<file path="src/rtl/bist_seq_ctrl.sv">
// BIST session sequencer: drives LFSR/MISR enables through M_ROUNDS rounds of
// N_PAT patterns, then compares the final MISR signature against GOLDEN.
module bist_seq_ctrl #(
    parameter int                 N_PAT    = 10,
    parameter int                 M_ROUNDS = 9,
    parameter int                 SIG_W    = 16,
    parameter logic [SIG_W-1:0]   GOLDEN   = SIG_W'(16'hA5C3)
) (
    input  logic             CLK,
    input  logic             RESET,
    input  logic             START,
    input  logic             ABORT,
    input  logic [SIG_W-1:0] SIG_IN,
    output logic             LFSR_LOAD,
    output logic             MISR_CLR,
    output logic             LFSR_EN,
    output logic             MISR_EN,
    output logic             OUT,
    output logic             RUNNING,
    output logic             BIST_END,
    output logic             PASS,
    output logic             FAIL,
    output logic             ABORTED
);

    localparam int PW = $clog2(N_PAT + 1);
    localparam int RW = $clog2(M_ROUNDS + 1);
    localparam logic [PW-1:0] PAT_LAST = PW'(N_PAT - 1);
    localparam logic [RW-1:0] RND_LAST = RW'(M_ROUNDS - 1);

    localparam logic [2:0] IDLE    = 3'd0;
    localparam logic [2:0] INIT    = 3'd1;
    localparam logic [2:0] RUN     = 3'd2;
    localparam logic [2:0] GAP     = 3'd3;
    localparam logic [2:0] COMPARE = 3'd4;
    localparam logic [2:0] DONE    = 3'd5;

    logic [2:0]    state_q, state_d;
    logic [PW-1:0] pat_q, pat_d;
    logic [RW-1:0] rnd_q, rnd_d;
    logic          start_d_q;
    logic          pass_q, pass_d;
    logic          fail_q, fail_d;
    logic          abrt_q, abrt_d;
    logic          trig;
    logic          busy;

    assign trig = START & ~start_d_q;
    // ABORT only counts while a session owns the datapath (not in IDLE/DONE).
    assign busy = (state_q == INIT) || (state_q == RUN) ||
                  (state_q == GAP)  || (state_q == COMPARE);

    always_comb begin
        state_d = state_q;
        pat_d   = pat_q;
        rnd_d   = rnd_q;
        pass_d  = pass_q;
        fail_d  = fail_q;
        abrt_d  = abrt_q;
        case (state_q)
            IDLE: begin
                if (trig) begin
                    state_d = INIT;
                    pass_d  = 1'b0;
                    fail_d  = 1'b0;
                    abrt_d  = 1'b0;
                end
            end
            INIT: begin
                pat_d   = '0;
                rnd_d   = '0;
                state_d = RUN;
            end
            RUN: begin
                if (pat_q == PAT_LAST) begin
                    pat_d = '0;
                    if (rnd_q == RND_LAST) begin
                        state_d = COMPARE;
                    end else begin
                        rnd_d   = rnd_q + 1'b1;
                        state_d = GAP;
                    end
                end else begin
                    pat_d = pat_q + 1'b1;
                end
            end
            GAP:     state_d = RUN;
            COMPARE: begin
                pass_d  = (SIG_IN == GOLDEN);
                fail_d  = (SIG_IN != GOLDEN);
                state_d = DONE;
            end
            DONE:    state_d = IDLE;
            default: state_d = IDLE;
        endcase
        if (ABORT && busy) begin
            state_d = IDLE;
            pat_d   = '0;
            rnd_d   = '0;
            pass_d  = 1'b0;
            fail_d  = 1'b0;
            abrt_d  = 1'b1;
        end
    end

    always_ff @(posedge CLK or posedge RESET) begin
        if (RESET) begin
            state_q   <= IDLE;
            pat_q     <= '0;
            rnd_q     <= '0;
            start_d_q <= 1'b0;
            pass_q    <= 1'b0;
            fail_q    <= 1'b0;
            abrt_q    <= 1'b0;
        end else begin
            state_q   <= state_d;
            pat_q     <= pat_d;
            rnd_q     <= rnd_d;
            start_d_q <= START;
            pass_q    <= pass_d;
            fail_q    <= fail_d;
            abrt_q    <= abrt_d;
        end
    end

    // Moore decode from registered state only.
    assign LFSR_LOAD = (state_q == INIT);
    assign MISR_CLR  = (state_q == INIT);
    assign LFSR_EN   = (state_q == RUN);
    assign MISR_EN   = (state_q == RUN);
    assign OUT       = (state_q == RUN);
    assign RUNNING   = busy;
    assign BIST_END  = (state_q == DONE);
    assign PASS      = pass_q;
    assign FAIL      = fail_q;
    assign ABORTED   = abrt_q;

endmodule

</file>
<file path="config.mk">
export PLATFORM = sky130hd
export DESIGN_NAME = bist_seq_ctrl
export DESIGN_NICKNAME = d
export VERILOG_FILES = /design/src/rtl/bist_seq_ctrl.sv
export SDC_FILE = /design/constraint.sdc
export NUM_CORES = 1
export LEC_CHECK = 0
export BUFFER_PORTS_ARGS = -buffer_cell sky130_fd_sc_hd__buf_2
export CAP_MARGIN = 20
export CORE_ASPECT_RATIO = 1.25
export CORE_MARGIN = 2
export CORE_UTILIZATION = 50
export DETAILED_ROUTE_END_ITERATION = 6
export PLACE_DENSITY = 0.77
export SYNTH_ARGS = -nofsm -noshare
export SYNTH_HDL_FRONTEND = slang
export SYNTH_SLANG_ARGS = --single-unit
</file>
<file path="constraint.sdc">
create_clock -name CLK -period 1.9 [get_ports CLK]
set_clock_uncertainty 0.15 [all_clocks]
set_input_delay 0.095 -clock CLK [delete_from_list [all_inputs] [get_ports CLK]]
set_output_delay 0.095 -clock CLK [all_outputs]
set_load 0.03 [all_outputs]
</file>
==> implementation parameters, run 1 <==
Parameter                              Value

Cells and area
  Combined area of the multi-input logic cells ... 581 um^2
  Final Cell Area ... 0.00123 mm^2
  Filler instances ... between 150 and 200
  Register Area ... roughly 380 um^2
  Antenna fix cells ... 0
  Final layout net count ... 169
  Area grow syn2layout ... 19.7%
  Fraction of final layout cells sized beyond drive strength 1 ... 31.9%

Critical path
  CP Data Required Time ... 1.65 ns
  Critical path data arrival time ... between 1.5 and 2 ns
  CP bufs+invs ... 2
  Crit path cell chain ... buf_6 > or3_4 > and2_1 > buf_2
  Crit end category ... output pin
  Cell with the largest stage delay on the worst path ... sky130_fd_sc_hd__dfrtp_1
  Start-to-end type of the worst setup path ... reg2out
  Crit start category ... register
  Cell class contributing the biggest share of worst-path delay ... simple AND/OR/NAND/NOR gates
  Max FO, Critical Path ... 13
  Slowest stage delay, CP ... roughly 0.4 ns

GRT
  Vias in the first global route ... 862
  Number of antenna violations at the first check in global routing ... 0
  Overall overflow remaining after global route ... 0
  All-layer global routing usage ... 21.2%
  Wire length of the first global-routing pass ... 3.74 mm
  Pin count of the biggest net entering global routing ... 16

Drt
  Detail Route Antenna Nets ... 0
  Vias per cell ... approximately 5.7
  Violation count after the first detailed-route iteration ... 24
  Detailed Route WL ... around 2.3 mm
  First-pass detailed-route iteration total ... 4
  Routed length per instance ... around 14 um
  Overall via count from detail_route ... 939
  Drt drc ... 0

Die
  Die Y ... 54.7 um
  Die width ... roughly 45 um
  Num rows ... 18
  Area of the die ... 0.00244 mm^2
  Initial core utilization ... a little over half
  I/O pin count ... 30
  Core region area ... 0.00196 mm^2

STA
  Total of endpoints with negative setup slack in the final report ... 0
  Part of the cycle the worst path needs ... around 96%
  Worst Max-Slew Pin Slew ... around 0.58 ns
  Rel. slew slack ... around three fifths
  Min Clock Period, post-route ... between 1.5 and 2 ns
  Highest achievable clock rate ... roughly 0.55 GHz
  Sum Neg Setup Slack ... 0 ns
  Pins Over Slew Limit ... 0
  Count of endpoints failing hold in the final timing report ... 0
  RSZ-0062 raised after global routing ... false

Outcome
  Outcome ... complete, no violations

Yosys
  Number of register bits inferred by synthesis ... 15
  Xor-xnor portion of the synthesized cell area ... less than 1%
  Number of warnings printed during yosys synthesis ... 0
  Sequential-to-total area share from yosys stat ... a little over a third
  Combinational family with the most area after synthesis ... simple AND/OR/NAND/NOR gates
  Area fraction in and, or, nand and nor cells after synthesis ... between 30% and 40%
  EDFF count, synth ... 0
  Syn Inst Count ... ~110
  Fraction of synthesized area in multiplexers ... 0.973%
  Avg Cell Area, Syn ... about 9 um^2
  Synthesized Nets ... 138
  Cell variety after synth ... between 40 and 50
  Commonest register cell after synthesis ... sky130_fd_sc_hd__dfrtp_1
  Synthesized cell area ... 0.00103 mm^2
  Compound-cell area share of the yosys netlist ... a little under a fifth
  Proportion of synthesized flip-flops having asynchronous set or reset ... between 90% and 100%
  Post-Synth Adder-Cell Area ... between 4 and 5%

Placement
  Input/output buffers ... 29
  Standard cell area after detailed placement ... 0.00117 mm^2
  Post-detail-place hpwl ... between 1.5 and 2 mm
  RD Place Congestion ... about 0.81

Clock tree
  TritonCTS clock tree ... yes
  Total number of clock tree sinks ... 15
  Clock transition at the registers of the reported paths ... ~0.090 ns
  Clk Tree Root Cell ... sky130_fd_sc_hd__clkbuf_4
  Longest Clk Path Bufs ... 2
  Latest clock arrival within the worst-skew pair ... 0.29 ns
  Post-CTS setup buffer count ... 0
  TritonCTS Buffers ... 3
  Max H-tree Level ... 1

Power
  Peak supply drop ... a little under 0.7 mV
  Leakage ... around 0.6 nW
  Pwr dens ... about 1000 mW/mm^2

Worst hold path
  Class of the most critical hold timing path ... in2reg

Job
  Reported max-cap violation count ... 0
==> cells in the final DEF, fill, tap and decap left out, types with 4 or more instances in the layout <==
master | synthesis | routed
sky130_fd_sc_hd__buf_2 | 3 | 29
sky130_fd_sc_hd__dfrtp_1 | 15 | 13
sky130_fd_sc_hd__a21oi_1 | 7 | 7
sky130_fd_sc_hd__inv_1 | 8 | 8
sky130_fd_sc_hd__ha_1 | 4 | 4
sky130_fd_sc_hd__nand2_1 | 7 | 7
sky130_fd_sc_hd__nand3_1 | 7 | 7
sky130_fd_sc_hd__nor2_1 | 5 | 5
==> worst register-to-register path: stages, from the launching register on <==
cell and delay (ns):
sky130_fd_sc_hd__dfrtp_2 0.49, sky130_fd_sc_hd__nor2_1 0.16, sky130_fd_sc_hd__nand2_1 0.10, sky130_fd_sc_hd__inv_2 0.11, sky130_fd_sc_hd__nor2b_4 0.19, sky130_fd_sc_hd__nand2b_1 0.12, sky130_fd_sc_hd__o311ai_1 0.31
==> synth_stat cells, types with 3 or more instances <==
cell	count	area [um^2]
sky130_fd_sc_hd__nand3_1	7	35.0
sky130_fd_sc_hd__nor3b_1	3	22.5
sky130_fd_sc_hd__nor3_1	3	15.0
sky130_fd_sc_hd__a21oi_1	7	35.0
sky130_fd_sc_hd__ha_1	4	50.1
sky130_fd_sc_hd__nand2b_1	3	18.8
sky130_fd_sc_hd__o21ai_1	3	15.0
sky130_fd_sc_hd__and2_1	3	18.8
sky130_fd_sc_hd__o22ai_1	3	18.8
sky130_fd_sc_hd__buf_2	3	15.0
sky130_fd_sc_hd__inv_1	8	30.0
sky130_fd_sc_hd__dfrtp_1	15	375
sky130_fd_sc_hd__nor2_1	5	18.8
sky130_fd_sc_hd__o21ai_0	3	15.0
sky130_fd_sc_hd__buf_4	4	30.0
sky130_fd_sc_hd__nand2_1	7	26.3
==> metrics by stage <==
stage	power (mW)	setup slack, ns	hold slack [ns]	instances	util [%]
floorplan	0.944	0.0919	-0.154	114	-
global placement	1.05	0.225	0.0254	158	59.9
detailed placement	1.06	0.127	0.0353	158	59.9
CTS	1.25	0.0179	0.00816	164	62.3
global route	1.35	0.0262	0.0120	164	62.8
finish	1.26	0.0680	0.00452	164	62.8
==> routing by layer <==
metal,GRT usage (%),vias to the layer above,share of wire (%),routed length (um)
met2,37.9,37,52,1190
met4,9.09,0,1.7,38
met3,2.97,4,5.2,118
li1,-,472,-,-
met1,24.9,426,41,935
met5,0,-,0,0
==> worst paths after layout <==
kind                            slack (ns)  cells past startpoint                endpoint                    from
worst max-delay path                  0.07                      4                 RUNNING  state_q[2]$_DFFE_PP0P_
worst min register to register        0.39                      2        PASS$_DFFE_PP0P_        PASS$_DFFE_PP0P_
max in group asynchronous             0.95                      3  state_q[1]$_DFFE_PP0P_                   RESET
worst min-delay path                 0.005                      4        PASS$_DFFE_PP0P_              SIG_IN[11]
min in group asynchronous             0.25                      3        PASS$_DFFE_PP0P_                   RESET
worst max register to register        0.15                      6    pat_q[0]$_DFFE_PP0P_  state_q[0]$_DFFE_PP0P_
==> where the power goes <==
group	switching [mW]	total (mW)	internal (mW)
clock	0.107	0.188	0.0818
combinational	0.391	0.631	0.239
sequential	0.0774	0.443	0.365
total	0.576	1.26	0.686
==> layout make-up <==
| class | instances | share of cell area [%] |
|---|---|---|
| Multi-Input combinational cell | 82 | 47.2 |
| Sequential cell | 15 | 30.7 |
| Timing Repair Buffer | 33 | 14.9 |
| Inverter | 10 | 3.05 |
| Clock buffer | 4 | 2.13 |
| Tap cell | 20 | 2.03 |
==> sequential cells by signal, indices dropped and copies added, names as in the netlist <==
register,count
pat_q,4
ABORTED,1
start_d_q,1
rnd_q,4
state_q,3
PASS,1
FAIL,1
==> repair_timing <==
action	4_1_cts	5_1_grt
hold buffers	2	0
resized for setup	0	4
endpoints found under the hold margin	16	0
setup endpoints to repair	0	1
==> cell families (layout without fill, tap and decap cells) <==
logic type	Yosys count	in the layout
flops	15	15
fa+ha+maj	4	4
buf+inv	17	47
xor+xnor	1	1
compound gates	28	28
mux	1	1
simple gates	48	48
Power figures use the tool's default switching activity.
==> inputs of run 2 (changes only) <==
--- a/config.mk
+++ b/config.mk
@@ -11,7 +11,7 @@
 export CORE_MARGIN = 2
 export CORE_UTILIZATION = 50
 export DETAILED_ROUTE_END_ITERATION = 6
-export PLACE_DENSITY = 0.77
+export PLACE_DENSITY_LB_ADDON = 0.3
 export SYNTH_ARGS = -nofsm -noshare
 export SYNTH_HDL_FRONTEND = slang
 export SYNTH_SLANG_ARGS = --single-unit
==> implementation parameters, run 2 (same netlist as run 1, synthesis figures left out) <==
Parameter                              Value

Outcome
  Outcome ... complete, no violations (unchanged)

Die
  Initial core utilization ... 52.5% (unchanged)
  Core region area ... 0.00196 mm^2 (unchanged)
  Die width ... 44.6 um (unchanged)
  Area of the die ... 0.00244 mm^2 (unchanged)
  Num rows ... 18 (unchanged)
  I/O pin count ... 30 (unchanged)
  Die Y ... 54.7 um (unchanged)

Power
  Overall Power ... 1.27 mW (was 1.26 mW)
  Leakage ... 0.612 nW (was 0.610 nW)
  Peak supply drop ... 0.716 mV (was 0.675 mV)
  Pwr dens ... 1030 mW/mm^2 (was 1020 mW/mm^2)

Critical path
  Max FO, Critical Path ... 13 (unchanged)
  Critical path data arrival time ... 1.59 ns (about the same)
  Crit start category ... register (unchanged)
  Crit end category ... output pin (unchanged)
  CP Data Required Time ... 1.65 ns (about the same)
  Start-to-end type of the worst setup path ... reg2out (unchanged)

Drt
  Drt drc ... 0 (unchanged)
  Detailed Route WL ... 2.30 mm (was 2.28 mm)
  First-pass detailed-route iteration total ... 4 (unchanged)
  Detail Route Antenna Nets ... 0 (unchanged)
  Vias per cell ... 5.76 (was 5.73)
  Overall via count from detail_route ... 944 (was 939)
  Violation count after the first detailed-route iteration ... 24 (unchanged)
  Routed length per instance ... 14.0 um (was 13.9 um)

Clock tree
  Clk Tree Root Cell ... sky130_fd_sc_hd__clkbuf_4 (unchanged)
  Total number of clock tree sinks ... 15 (unchanged)
  Clock transition at the registers of the reported paths ... 0.09 ns (about the same)
  Longest Clk Path Bufs ... 2 (unchanged)
  TritonCTS Buffers ... 3 (unchanged)
  Max H-tree Level ... 1 (unchanged)
  TritonCTS clock tree ... yes (unchanged)
  Latest clock arrival within the worst-skew pair ... 0.29 ns (about the same)

Cells and area
  Register Area ... 378 um^2 (unchanged)
  Final Util ... 62.9% (was 62.8%)
  Combined area of the multi-input logic cells ... 581 um^2 (unchanged)
  Most common cell after layout, fill and taps aside ... sky130_fd_sc_hd__buf_2 (unchanged)
  Antenna fix cells ... 0 (unchanged)
  Final layout net count ... 169 (unchanged)
  Filler instances ... 180 (was 164)
  Fraction of final layout cells sized beyond drive strength 1 ... 32.6% (was 31.9%)
  Registers with the highest flip-flop counts ... pat_q (4), rnd_q (4), state_q (3) (unchanged)
  Area grow syn2layout ... 19.8% (was 19.7%)
  Top library cells by usage in the layout, fill and taps aside ... sky130_fd_sc_hd__buf_2 (29), sky130_fd_sc_hd__dfrtp_1 (13), sky130_fd_sc_hd__inv_1 (8) (unchanged)

STA
  Sum Neg Setup Slack ... 0 ns (unchanged)
  RSZ-0062 raised after global routing ... false (unchanged)
  Min Clock Period, post-route ... 1.83 ns (about the same)
  Worst hold slack ... 0.00936 ns (was 0.00452 ns)
  Highest achievable clock rate ... 0.546 GHz (about the same)
  Count of endpoints failing hold in the final timing report ... 0 (unchanged)
  Total of endpoints with negative setup slack in the final report ... 0 (unchanged)
  Worst Max-Slew Pin Slew ... 0.576 ns (was 0.578 ns)
  Pins Over Slew Limit ... 0 (unchanged)
  Rel. slew slack ... 61.5% (was 61.4%)
  Part of the cycle the worst path needs ... 96.3% (was 96.4%)

Job
  Reported max-cap violation count ... 0 (unchanged)

Placement
  RD Place Congestion ... 0.865 (was 0.808)
  Post-detail-place hpwl ... 1.75 mm (was 1.79 mm)
  Input/output buffers ... 29 (unchanged)

Worst hold path
  Class of the most critical hold timing path ... in2reg (unchanged)

GRT
  Pin count of the biggest net entering global routing ... 16 (unchanged)
  Wire length of the first global-routing pass ... 3.88 mm (was 3.74 mm)
  All-layer global routing usage ... 22.8% (was 21.2%)
  Overall overflow remaining after global route ... 0 (unchanged)
  Vias in the first global route ... 866 (was 862)
  Number of antenna violations at the first check in global routing ... 0 (unchanged)
-- run 2: changes by cell type in the layout (fill, tap and decap cells not counted), sizes merged --
cell and change:
clkbuf -1, clkinv +1
-- run 2: layout make-up --
class,count,share of cell area (%)
multi-input combinational,82,47.1
clock buffer,3,1.83
clock inverter,1,0.406
inverter,10,3.05
sequential,15,30.7
tap,20,2.03
timing repair buffer,33,14.9
-- run 2: worst paths after layout --
path | startpoint | to | slack [ns] | depth (start not counted)
min in group asynchronous | RESET | ABORTED$_DFFE_PP0P_ | 0.24 | 3
min | SIG_IN[11] | PASS$_DFFE_PP0P_ | 0.009 | 4
max | state_q[2]$_DFFE_PP0P_ | RUNNING | 0.07 | 4
min reg2reg | FAIL$_DFFE_PP0P_ | FAIL$_DFFE_PP0P_ | 0.40 | 2
max in group asynchronous | RESET | state_q[1]$_DFFE_PP0P_ | 0.94 | 3
max reg2reg | state_q[0]$_DFFE_PP0P_ | rnd_q[2]$_DFFE_PP0P_ | 0.14 | 6
-- run 2: worst max-delay path: stages, from the launching register on --
cell,delay [ns]
sky130_fd_sc_hd__dfrtp_1,0.41
sky130_fd_sc_hd__buf_6,0.16
sky130_fd_sc_hd__or3_4,0.40
sky130_fd_sc_hd__and2_1,0.16
sky130_fd_sc_hd__buf_2,0.17
-- run 2: power by group --
part           switching (mW)  internal [mW]
clock network           0.112         0.0784
logic                   0.395          0.239
registers              0.0762          0.365
-- run 2: repair_timing --
action                                 in CTS  in global routing
setup buffers                               0                  0
gates resized for setup                     0                  4
setup endpoints to repair                   0                  3
endpoints found under the hold margin      16                  0
hold buffers                                2                  0
-- run 2: routing by layer --
| metal | wire length, um | global-route usage, % | up-vias |
|---|---|---|---|
| met5 | 0 | 0 | - |
| met4 | 46 | 13.1 | 0 |
| met3 | 70 | 3.96 | 4 |
| met2 | 1170 | 38.6 | 22 |
| met1 | 1010 | 27.0 | 446 |
| li1 | - | - | 472 |
-- run 2: per-stage QoR --
| stage | cell area, um^2 | instances | setup WS [ns] |
|---|---|---|---|
| after floorplan | 1030 | 114 | 0.0919 |
| after global placement | 1170 | 158 | 0.207 |
| after detailed placement | 1170 | 158 | 0.136 |
| after CTS | 1220 | 164 | 0.0113 |
| after global routing | 1230 | 164 | 0.0209 |
| final | 1230 | 164 | 0.0696 |
==> inputs of run 3 (changes only) <==
--- a/config.mk
+++ b/config.mk
@@ -7,7 +7,6 @@
 export LEC_CHECK = 0
 export BUFFER_PORTS_ARGS = -buffer_cell sky130_fd_sc_hd__buf_2
 export CAP_MARGIN = 20
-export CORE_ASPECT_RATIO = 1.25
 export CORE_MARGIN = 2
 export CORE_UTILIZATION = 50
 export DETAILED_ROUTE_END_ITERATION = 6
==> implementation parameters, run 3 (same netlist as run 1, synthesis figures left out) <==
Parameter                              Value

Drt
  Detailed Route WL ... 2.44 mm (was 2.30 mm)
  Detail Route Antenna Nets ... 0 (unchanged)
  First-pass detailed-route iteration total ... 5 (was 4)
  Overall via count from detail_route ... 1,013 (was 944)
  Violation count after the first detailed-route iteration ... 35 (was 24)
  Routed length per instance ... 14.0 um (about the same)
  Drt drc ... 0 (unchanged)
  Vias per cell ... 5.82 (was 5.76)

Critical path
  Crit path cell chain ... dlygate4sd3_1 > buf_2 > nor4bb_2 > nand4_1 > dlygate4sd3_1 > o211ai_1 (was buf_6 > or3_4 > and2_1 > buf_2)
  Slowest stage delay, CP ... 0.57 ns (was 0.41 ns)
  Crit start category ... input port (was register)
  Critical path data arrival time ... 1.90 ns (was 1.59 ns)
  Cell class contributing the biggest share of worst-path delay ... buffers and inverters (was simple AND/OR/NAND/NOR gates)
  Cell with the largest stage delay on the worst path ... sky130_fd_sc_hd__dlygate4sd3_1 (was sky130_fd_sc_hd__dfrtp_1)
  CP Data Required Time ... 1.96 ns (was 1.65 ns)
  Max FO, Critical Path ... 2 (was 13)
  Library cell appearing most often on the critical path ... sky130_fd_sc_hd__dlygate4sd3_1
  Crit end category ... register (was output pin)
  CP bufs+invs ... 3 (was 2)
  Start-to-end type of the worst setup path ... in2reg (was reg2out)

Cells and area
  Fraction of final layout cells sized beyond drive strength 1 ... 32.7% (was 32.6%)
  Final layout net count ... 172 (was 169)
  Registers with the highest flip-flop counts ... pat_q (4), rnd_q (4), state_q (3) (unchanged)
  Final Cell Area ... 0.00127 mm^2 (was 0.00123 mm^2)
  Antenna fix cells ... 0 (unchanged)
  Most common cell after layout, fill and taps aside ... sky130_fd_sc_hd__buf_2 (unchanged)
  Final Util ... 65.6% (was 62.9%)
  Area grow syn2layout ... 23.8% (was 19.8%)
  Top library cells by usage in the layout, fill and taps aside ... sky130_fd_sc_hd__buf_2 (29), sky130_fd_sc_hd__dfrtp_1 (14), sky130_fd_sc_hd__inv_1 (8) (was sky130_fd_sc_hd__buf_2 (29), sky130_fd_sc_hd__dfrtp_1 (13), sky130_fd_sc_hd__inv_1 (8))

STA
  Worst hold slack ... 0.0690 ns (was 0.00936 ns)
  Part of the cycle the worst path needs ... 97.2% (was 96.3%)
  Count of endpoints failing hold in the final timing report ... 0 (unchanged)
  Min Clock Period, post-route ... 1.85 ns (was 1.83 ns)
  Highest achievable clock rate ... 0.542 GHz (was 0.546 GHz)
  Rel. slew slack ... 61.5% (about the same)
  Worst Max-Slew Pin Slew ... 0.576 ns (about the same)
  Final critical-path setup slack ... 0.0538 ns (was 0.0696 ns)
  Pins Over Slew Limit ... 0 (unchanged)
  Total of endpoints with negative setup slack in the final report ... 0 (unchanged)

Die
  Die Y ... 49.4 um (was 54.7 um)
  Area of the die ... 0.00244 mm^2 (about the same)
  I/O pin count ... 30 (unchanged)
  Core region area ... 0.00194 mm^2 (was 0.00196 mm^2)
  Die width ... 49.4 um (was 44.6 um)
  Initial core utilization ... 53.0% (was 52.5%)
  Num rows ... 16 (was 18)

Placement
  RD Place Congestion ... 0.805 (was 0.865)
  Standard cell area after detailed placement ... 0.00118 mm^2 (was 0.00117 mm^2)
  Setup WS pre-CTS ... 0.180 ns (was 0.136 ns)
  Post-detail-place hpwl ... 1.83 mm (was 1.75 mm)
  Input/output buffers ... 29 (unchanged)

GRT
  Pin count of the biggest net entering global routing ... 16 (unchanged)
  Wire length of the first global-routing pass ... 4.22 mm (was 3.88 mm)
  Overall overflow remaining after global route ... 0 (unchanged)
  Number of antenna violations at the first check in global routing ... 0 (unchanged)
  All-layer global routing usage ... 22.4% (was 22.8%)
  Vias in the first global route ... 1,008 (was 866)

Power
  Peak supply drop ... 0.756 mV (was 0.716 mV)
  Pwr dens ... 997 mW/mm^2 (was 1030 mW/mm^2)
  Leakage ... 0.624 nW (was 0.612 nW)

Clock tree
  TritonCTS clock tree ... yes (unchanged)
  Clk Tree Root Cell ... sky130_fd_sc_hd__clkbuf_4 (unchanged)
  Longest Clk Path Bufs ... 2 (unchanged)
  Max H-tree Level ... 1 (unchanged)
  TritonCTS Buffers ... 3 (unchanged)
  Latest clock arrival within the worst-skew pair ... 0.29 ns (about the same)
  Clock transition at the registers of the reported paths ... 0.09 ns (about the same)
  Total number of clock tree sinks ... 15 (unchanged)

Job
  Reported max-cap violation count ... 0 (unchanged)

Worst hold path
  Class of the most critical hold timing path ... in2reg (unchanged)

Outcome
  Outcome ... complete, no violations (unchanged)
## run 3: cell types whose count changed in the layout (fill, tap and decap cells not counted)
cell,change
sky130_fd_sc_hd__dfrtp_1,+1
sky130_fd_sc_hd__dfrtp_2,-1
sky130_fd_sc_hd__nor4bb_2,+1
sky130_fd_sc_hd__buf_4,+1
sky130_fd_sc_hd__nor4bb_1,-1
sky130_fd_sc_hd__dlygate4sd3_1,+2
## run 3: power by group
| part | switching (mW) | internal, mW |
|---|---|---|
| logic | 0.403 | 0.241 |
| registers | 0.0788 | 0.363 |
| clock network | 0.105 | 0.0783 |
| total | 0.587 | 0.683 |
## run 3: area by class of cell
class,count,area [um^2]
clock inverters,1,5.00
flip-flops and latches,15,377
fillers,162,668
clock buffers,3,22.5
multi-input cells,82,587
well taps,27,33.8
repair buffers,36,211
inverters,10,37.5
## run 3: final timing paths
kind | to | slack [ns] | from | cells past startpoint
max reg2reg | rnd_q[2]$_DFFE_PP0P_ | 0.13 | state_q[0]$_DFFE_PP0P_ | 6
min in group asynchronous | rnd_q[0]$_DFFE_PP0P_ | 0.24 | RESET | 3
max | PASS$_DFFE_PP0P_ | 0.05 | SIG_IN[11] | 6
min | ABORTED$_DFFE_PP0P_ | 0.07 | ABORT | 3
max in group asynchronous | state_q[1]$_DFFE_PP0P_ | 0.94 | RESET | 3
min reg2reg | PASS$_DFFE_PP0P_ | 0.41 | PASS$_DFFE_PP0P_ | 2
## run 3: routing by layer
layer  vias up  share of wire [%]  GRT usage [%]
met2        61                 52           39.4
met5         -                  0              0
li1        479                  -              -
met1       470                 39           27.2
met3         3                7.0           3.07
met4         0               0.90           9.52
## run 3: what timing repair did
| item | CTS | global route |
|---|---|---|
| setup buffers | 0 | 1 |
| endpoints found under the hold margin | 17 | 0 |
| hold buffers | 4 | 0 |
| setup endpoints to repair | 0 | 2 |
| gates resized for setup | 0 | 4 |
## run 3: through the flow
step                      setup TNS [ns]  total power [mW]  std cells
after CTS                              0              1.26        173
final                                  0              1.27        174
after floorplan                        0             0.944        114
after detailed placement               0              1.06        165
after global routing             -0.0555              1.36        174
after global placement                 0              1.05        165
## run 3: tightest hold or removal path, delay by kind of cell
family	cells	cell delay [ns]
AO/OA/AOI/OAI	1	0.15
buffers and inverters	1	0.18
AND/OR/NAND/NOR	1	0.06
